===== src/rtl/dda_ctrl_pkg.sv =====
// Shared constants and state encodings for the DDA command sequencer.
// Frame opcodes, reply codes and the main/transmit FSM state types.
package dda_ctrl_pkg;

  localparam int REG_SIZE = 10;
  localparam int OUT_SIZE = 4;
  localparam int TX_GUARD = 4;

  localparam logic [7:0] CMD_LOAD = 8'h4C;
  localparam logic [7:0] CMD_RUN  = 8'h52;
  localparam logic [7:0] CMD_SNAP = 8'h53;
  localparam logic [7:0] ACK      = 8'h4C;
  localparam logic [7:0] NAK      = 8'h15;

  // ST_TX covers the whole reply; the per-byte handshake lives in tx_state_t
  typedef enum logic [2:0] {
    ST_IDLE,
    ST_LOAD,
    ST_ARG,
    ST_RUN,
    ST_SNAP,
    ST_TX
  } ctrl_state_t;

  typedef enum logic [1:0] {
    TX_IDLE,
    TX_ISSUE,
    TX_HOLD,
    TX_DRAIN
  } tx_state_t;

endpackage


===== src/rtl/dda_tx_byte.sv =====
// Single-byte UART transmit handshake: issue, wait for busy (4-cycle guard), drain.
// tx_start one cycle after i_req; o_done when tx_busy is low in drain, where the next req is also taken.
module dda_tx_byte
  import dda_ctrl_pkg::*;
(
  input  logic       clk,
  input  logic       rst_n,
  input  logic       i_req,
  input  logic [7:0] i_dat,
  input  logic       i_tx_busy,
  output logic       o_tx_start,
  output logic [7:0] o_tx_byte,
  output logic       o_done
);

  tx_state_t  r_state;
  tx_state_t  w_next;
  logic [1:0] r_guard;
  logic [7:0] r_byte;
  logic       w_accept;

  assign w_accept   = (r_state == TX_IDLE) || ((r_state == TX_DRAIN) && !i_tx_busy);
  assign o_done     = (r_state == TX_DRAIN) && !i_tx_busy;
  assign o_tx_start = (r_state == TX_ISSUE);
  assign o_tx_byte  = r_byte;

  always_ff @(posedge clk or negedge rst_n) begin
    if (!rst_n) begin
      r_state <= TX_IDLE;
    end else begin
      r_state <= w_next;
    end
  end

  always_comb begin
    w_next = r_state;
    case (r_state)
      TX_IDLE:  if (i_req) w_next = TX_ISSUE;
      TX_ISSUE: w_next = TX_HOLD;
      // a UART that never raises busy must not hang the reply
      TX_HOLD:  if (i_tx_busy || (r_guard == 2'(TX_GUARD - 1))) w_next = TX_DRAIN;
      TX_DRAIN: if (!i_tx_busy) w_next = i_req ? TX_ISSUE : TX_IDLE;
      default:  w_next = TX_IDLE;
    endcase
  end

  always_ff @(posedge clk or negedge rst_n) begin
    if (!rst_n) begin
      r_guard <= '0;
      r_byte  <= '0;
    end else begin
      r_guard <= (r_state == TX_HOLD) ? r_guard + 2'd1 : 2'd0;
      if (i_req && w_accept) r_byte <= i_dat;
    end
  end

endmodule


===== src/rtl/dda_seq_ctrl.sv =====
// Host command sequencer for the posit DDA: parses L/R/S frames, loads parameters,
// steps the integrator K times and replies with a tear-free 4-byte snapshot of v1/v2.
module dda_seq_ctrl
  import dda_ctrl_pkg::*;
#(
  parameter int N       = 16,
  parameter int TIMEOUT = 50000
) (
  input  logic         clk,
  input  logic         rst_n,
  input  logic         rx_received,
  input  logic [7:0]   rx_byte,
  input  logic         rx_error,
  input  logic         tx_busy,
  output logic         tx_start,
  output logic [7:0]   tx_byte,
  input  logic [N-1:0] v1,
  input  logic [N-1:0] v2,
  output logic [N-1:0] ic1,
  output logic [N-1:0] ic2,
  output logic [N-1:0] vK_M,
  output logic [N-1:0] vD_M,
  output logic [N-1:0] dt,
  output logic         dda_load,
  output logic         dda_en,
  output logic         busy,
  output logic         ovr
);

  localparam int TW = $clog2(TIMEOUT);

  ctrl_state_t    r_state;
  ctrl_state_t    w_next;
  logic [7:0]     r_regs [REG_SIZE];
  logic [3:0]     r_idx;
  logic [7:0]     r_k_hi;
  logic [15:0]    r_cnt;
  logic [TW-1:0]  r_timer;
  logic [2*N-1:0] r_shadow;
  logic [1:0]     r_ridx;
  logic [1:0]     r_rlast;
  logic           r_ovr;
  logic           r_dda_load;

  logic           w_tx_req;
  logic [7:0]     w_tx_dat;
  logic           w_tx_done;
  logic           w_rx_ok;
  logic           w_timeout;
  logic           w_last_reg;
  logic [15:0]    w_k;

  function automatic logic [7:0] snap_sel(input logic [2*N-1:0] s, input logic [1:0] i);
    logic [7:0] b;
    case (i)
      2'd0:    b = s[2*N-1 -: 8];
      2'd1:    b = s[N +: 8];
      2'd2:    b = s[N-1 -: 8];
      default: b = s[7:0];
    endcase
    return b;
  endfunction

  assign w_rx_ok    = rx_received && !rx_error;
  assign w_timeout  = (r_timer == TW'(TIMEOUT - 1));
  assign w_last_reg = (r_idx == 4'(REG_SIZE - 1));
  assign w_k        = {r_k_hi, rx_byte};

  assign ic1      = {r_regs[0], r_regs[1]};
  assign ic2      = {r_regs[2], r_regs[3]};
  assign vK_M     = {r_regs[4], r_regs[5]};
  assign vD_M     = {r_regs[6], r_regs[7]};
  assign dt       = {r_regs[8], r_regs[9]};
  assign dda_load = r_dda_load;
  assign dda_en   = (r_state == ST_RUN);
  assign busy     = (r_state != ST_IDLE);
  assign ovr      = r_ovr;

  always_ff @(posedge clk or negedge rst_n) begin
    if (!rst_n) begin
      r_state <= ST_IDLE;
    end else begin
      r_state <= w_next;
    end
  end

  always_comb begin
    w_next   = r_state;
    w_tx_req = 1'b0;
    w_tx_dat = 8'h00;
    case (r_state)
      ST_IDLE: begin
        if (w_rx_ok) begin
          case (rx_byte)
            CMD_LOAD: w_next = ST_LOAD;
            CMD_RUN:  w_next = ST_ARG;
            CMD_SNAP: w_next = ST_SNAP;
            default: begin
              w_next   = ST_TX;
              w_tx_req = 1'b1;
              w_tx_dat = NAK;
            end
          endcase
        end
      end
      ST_LOAD: begin
        if (rx_error) begin
          w_next   = ST_TX;
          w_tx_req = 1'b1;
          w_tx_dat = NAK;
        end else if (rx_received) begin
          if (w_last_reg) begin
            w_next   = ST_TX;
            w_tx_req = 1'b1;
            w_tx_dat = ACK;
          end
        end else if (w_timeout) begin
          w_next = ST_IDLE;
        end
      end
      ST_ARG: begin
        if (rx_error) begin
          w_next   = ST_TX;
          w_tx_req = 1'b1;
          w_tx_dat = NAK;
        end else if (rx_received) begin
          if (r_idx == 4'd1) w_next = (w_k == 16'd0) ? ST_SNAP : ST_RUN;
        end else if (w_timeout) begin
          w_next = ST_IDLE;
        end
      end
      ST_RUN: begin
        if (r_cnt == 16'd1) w_next = ST_SNAP;
      end
      ST_SNAP: begin
        // shadow is being latched this cycle, so byte 0 comes straight from v1
        w_next   = ST_TX;
        w_tx_req = 1'b1;
        w_tx_dat = v1[N-1 -: 8];
      end
      ST_TX: begin
        if (w_tx_done) begin
          if (r_ridx == r_rlast) begin
            w_next = ST_IDLE;
          end else begin
            w_tx_req = 1'b1;
            w_tx_dat = snap_sel(r_shadow, r_ridx + 2'd1);
          end
        end
      end
      default: w_next = ST_IDLE;
    endcase
  end

  always_ff @(posedge clk or negedge rst_n) begin
    if (!rst_n) begin
      for (int i = 0; i < REG_SIZE; i++) r_regs[i] <= '0;
      r_idx      <= '0;
      r_k_hi     <= '0;
      r_cnt      <= '0;
      r_timer    <= '0;
      r_shadow   <= '0;
      r_ridx     <= '0;
      r_rlast    <= '0;
      r_ovr      <= 1'b0;
      r_dda_load <= 1'b0;
    end else begin
      r_dda_load <= (r_state == ST_LOAD) && w_rx_ok && w_last_reg;

      if ((r_state == ST_IDLE) && w_rx_ok) begin
        r_ovr <= 1'b0;
      end else if (rx_received &&
                   ((r_state == ST_RUN) || (r_state == ST_SNAP) || (r_state == ST_TX))) begin
        r_ovr <= 1'b1;
      end

      case (r_state)
        ST_IDLE: begin
          r_idx   <= '0;
          r_timer <= '0;
        end
        ST_LOAD: begin
          if (w_rx_ok) begin
            r_regs[r_idx] <= rx_byte;
            r_idx         <= r_idx + 4'd1;
            r_timer       <= '0;
          end else begin
            r_timer <= r_timer + 1'b1;
          end
        end
        ST_ARG: begin
          if (w_rx_ok) begin
            if (r_idx == 4'd0) r_k_hi <= rx_byte;
            r_idx   <= r_idx + 4'd1;
            r_cnt   <= w_k;
            r_timer <= '0;
          end else begin
            r_timer <= r_timer + 1'b1;
          end
        end
        ST_RUN:  r_cnt <= r_cnt - 16'd1;
        ST_SNAP: r_shadow <= {v1, v2};
        default: ;
      endcase

      if (w_tx_req) begin
        if (r_state == ST_TX) begin
          r_ridx <= r_ridx + 2'd1;
        end else begin
          r_ridx  <= 2'd0;
          r_rlast <= (r_state == ST_SNAP) ? 2'(OUT_SIZE - 1) : 2'd0;
        end
      end
    end
  end

  dda_tx_byte u_tx (
    .clk        (clk),
    .rst_n      (rst_n),
    .i_req      (w_tx_req),
    .i_dat      (w_tx_dat),
    .i_tx_busy  (tx_busy),
    .o_tx_start (tx_start),
    .o_tx_byte  (tx_byte),
    .o_done     (w_tx_done)
  );

endmodule


===== config.mk =====
export PLATFORM = sky130hd
export DESIGN_NAME = dda_seq_ctrl
export DESIGN_NICKNAME = d
export VERILOG_FILES = /design/src/rtl/dda_ctrl_pkg.sv /design/src/rtl/dda_tx_byte.sv /design/src/rtl/dda_seq_ctrl.sv
export SDC_FILE = /design/constraint.sdc
export NUM_CORES = 1
export LEC_CHECK = 0
export ABC_AREA = 0
export ABC_CLOCK_PERIOD_IN_PS = 5500
export BUFFER_PORTS_ARGS = -buffer_cell sky130_fd_sc_hd__buf_2
export CORE_MARGIN = 8
export CORE_UTILIZATION = 58
export DETAILED_ROUTE_END_ITERATION = 16
export HOLD_SLACK_MARGIN = 0.08
export PLACE_DENSITY = 0.82
export SKIP_LAST_GASP = 1
export SLEW_MARGIN = 30
export SYNTH_ARGS = -nofsm -noshare
export SYNTH_HDL_FRONTEND = slang
export SYNTH_SLANG_ARGS = --single-unit

===== constraint.sdc =====
create_clock -name clk -period 5.5 [get_ports clk]
set_input_delay 0 -clock clk [delete_from_list [all_inputs] [get_ports clk]]
set_output_delay 0 -clock clk [all_outputs]
set_load 0.005 [all_outputs]

==> results_dict.tcl <==
set metrics [dict create \
    status "finished, final reports clean" \
    antenna_found_initial 0 \
    postCtsSetupBuffers 0 \
    antenna-diode-count 0 \
    fin_skew_ns 0.00898 \
    cts_tree "built" \
    reg2regPathDepth 7 \
    fin_setup_tns_ns 0 \
    routabilityCongestion 0.842 \
    grt_max_degree 95 \
    cts_buffers 17 \
    ys_seq_elements 176 \
    netlist_instances 771 \
    start_util 0.591 \
    drive_gt1_frac 0.285 \
    required_ns 5.82 \
    layout_min_cycle_time_ns 2.75 \
    worst_path_max_delay_cell "dfrtp_1" \
    arrival_ns 3.07 \
    hpwl_um 13600 \
    synth_nets 832 \
    rsz0062_at_grt "false" \
    worstMarginPinSlew_ns 0.806 \
    synth_ff_type "dfrtp_1" \
    fillCellCount 930 \
    syn_avg_cell_area_sq_um 10.6 \
    startpoint "r_state[2]" \
    final_area_sq_um 9970 \
    grt_pass1_vias 6632 \
    maxCapViolCount 0 \
    coreArea_sq_um 13800 \
    die_w_um 135 \
    max_stage_delay_ns 0.87 \
    timing.slew.headroom 0.463 \
    io-pin-count 138 \
    grt_use_met2 0.385 \
    start_kind "register" \
    ant_nets 0 \
    clock_sinks 176 \
    layout.nets 997 \
    drt_iter0_drc 717 \
    fmax_mhz 364 \
    grt_busiest_layer "met2" \
    power_density_nw_per_um2 443 \
    r2r-end "u_tx.o_tx_byte[3]" \
    finalHoldViolations 0 \
    die_h_um 135 \
    setup_viol_count_final 0 \
    synthArstFlopShare 1.00 \
    fin_crit_sh 0.500 \
    dp.cells 1053 \
    ir_drop_mv 0.317 \
    fin_hold_ws_ns 0.102 \
    p_leak_nw 5.09 \
    grt_util_met3 0.0936 \
    clk_latency_ns 0.43 \
    h-tree-depth 4 \
    wl_per_cell_um 19.1 \
    route.detailed.drc 0 \
    layout_common_cells "nand2_1 (178), dfrtp_1 (176), buf_2 (136)" \
    dpl_cell_area_sq_um 8960 \
    critPathMaxFanout 33 \
    final_cells 1129 \
    port_buffers 137 \
    vias_per_cell 5.91 \
    grt_pass1_wl_um 34800 \
    hp-class "in2reg" \
    use_met1 0.295 \
    finalWirelength_um 21600 \
    synth-seq-area-share 0.539 \
    drv_slew 0 \
    synth.distinct_cells 64 \
    r2r_start "r_state[2]" \
    endpoint_kind "register" \
    final_common_cell "nand2_1" \
    drtPass1Iterations 9 \
    row_count 43 \
    fp.dieArea_sq_um 18100 \
    ff2ff_setup_slack_ns 2.75 \
    grt_overflow 0 \
    worstSetupPathType "reg2reg" \
    finalPower_mw 4.42 \
    area_growth_pct 22.1 \
    ys.warnings.count 0 \
    clk_path_buf_depth 2 \
    synth_edf_count 0 \
    clockRootBuffer "clkbuf_16" \
    crit_chain "nor3b_4, buf_4, a31oi_1, o21ai_1, o21a_1, o32ai_4, mux2_4" \
    num_vias 6671 \
    syn_area_sq_um 8170 \
    crit_end "u_tx.o_tx_byte[3]" \
    grt_usage 0.243 \
    clkTransAtPathRegs_ns 0.07 \
]
[worst max-delay path: cells and delay by family (launching register included)]
family                 cells  cell delay, ns
muxes                      1            0.37
AOI/OAI and AO/OA          4            0.72
DFF                        1            0.87
and+or+nand+nor            1            0.32
buffers and inverters      1            0.36
[metal layers]
layer,vias up,routed length (um)
met4,0,451
met3,45,1990
met5,-,0
li1,3047,-
met2,283,10400
met1,3296,8710
[cell families (layout without fill, tap and decap cells)]
| group | after synthesis | after routing | share of synthesized area |
|---|---|---|---|
| compound gates | 121 | 121 | 0.0987 |
| xor+xnor | 4 | 4 | 0.00429 |
| fa+ha+maj | 19 | 19 | 0.0282 |
| buf+inv | 56 | 234 | 0.0280 |
| flops | 176 | 176 | 0.539 |
| mux | 89 | 89 | 0.126 |
| simple gates | 306 | 306 | 0.175 |
[area by class of cell]
class | count | area (sq um) | area share
Inverter | 18 | 67.6 | 0.00678
Clock buffer | 23 | 478 | 0.0480
Multi-Input combinational cell | 539 | 3540 | 0.355
Timing Repair Buffer | 184 | 1180 | 0.118
Tap cell | 180 | 225 | 0.0226
Clock inverter | 9 | 73.8 | 0.00741
Sequential cell | 176 | 4400 | 0.442
[cells in the mapped netlist, types with 3 or more instances]
cell type / instances / area, sq um
and2_1: 4 / 25.0
dfrtp_1: 176 / 4400
clkbuf_1: 28 / 105
nand4_1: 5 / 31.3
or4_1: 4 / 30.0
buf_2: 6 / 30.0
o21ai_1: 3 / 15.0
nor2_1: 32 / 120
maj3_1: 3 / 30.0
nor2b_1: 7 / 43.8
a21oi_1: 24 / 120
nor4_1: 6 / 37.5
mux2_2: 80 / 901
mux2_4: 8 / 120
a22o_1: 3 / 26.3
nand3_1: 20 / 100
or3_1: 3 / 18.8
a31oi_1: 4 / 25.0
inv_1: 17 / 63.8
ha_1: 16 / 200
and3_1: 7 / 43.8
a22oi_1: 4 / 30.0
o211ai_1: 9 / 67.6
nand2b_1: 6 / 37.5
nor3_1: 12 / 60.1
and4_1: 3 / 26.3
o21ai_0: 39 / 195
nand2_1: 179 / 672
o31ai_1: 3 / 22.5
o22a_1: 3 / 26.3
a311oi_1: 4 / 35.0
nor3_2: 3 / 30.0
a222oi_1: 8 / 80.1
[worst min path at each step]
stage | endpoint | start | cells after the start | slack, ns
global route | u_tx.r_state[0] | tx_busy | 5 | 0.11
global placement | r_timer[9] | rst_n | 1 | 0.15
finish | r_state[0] | rx_error | 5 | 0.10
detailed placement | r_timer[5] | rst_n | 1 | 0.13
floorplan | dda_load | rst_n | 0 | -0.30
CTS | r_state[0] | rx_error | 5 | 0.08
[per-stage QoR]
| stage | worst slack (ns) | utilization |
|---|---|---|
| after floorplan | 3.38 | - |
| after global placement | 2.91 | 0.647 |
| after detailed placement | 2.83 | 0.648 |
| after CTS | 2.81 | 0.718 |
| after global routing | 2.62 | 0.721 |
| final | 2.75 | 0.721 |
[sequential cells by signal, summed over array words and instances (netlist names), 2 cells and up]
signal / count
u_tx.r_guard: 2
dt: 16
r_cnt: 16
r_idx: 4
ic1: 16
u_tx.r_state: 2
r_ridx: 2
r_shadow: 32
r_k_hi: 8
ic2: 16
r_timer: 16
r_state: 3
vD_M: 16
vK_M: 16
u_tx.o_tx_byte: 8
[repair_timing]
action,4_1_cts,5_1_grt
gates resized for setup,0,0
hold buffers,42,1
endpoints found under the hold margin,157,19
endpoints found under the setup margin,0,0
[where the power goes]
| part | switching, mW | internal, mW | total (mW) |
|---|---|---|---|
| clock network | 0.519 | 0.621 | 1.14 |
| registers | 0.280 | 1.63 | 1.91 |
| logic | 0.746 | 0.616 | 1.36 |
No activity file was read; power rests on OpenSTA's default activity.
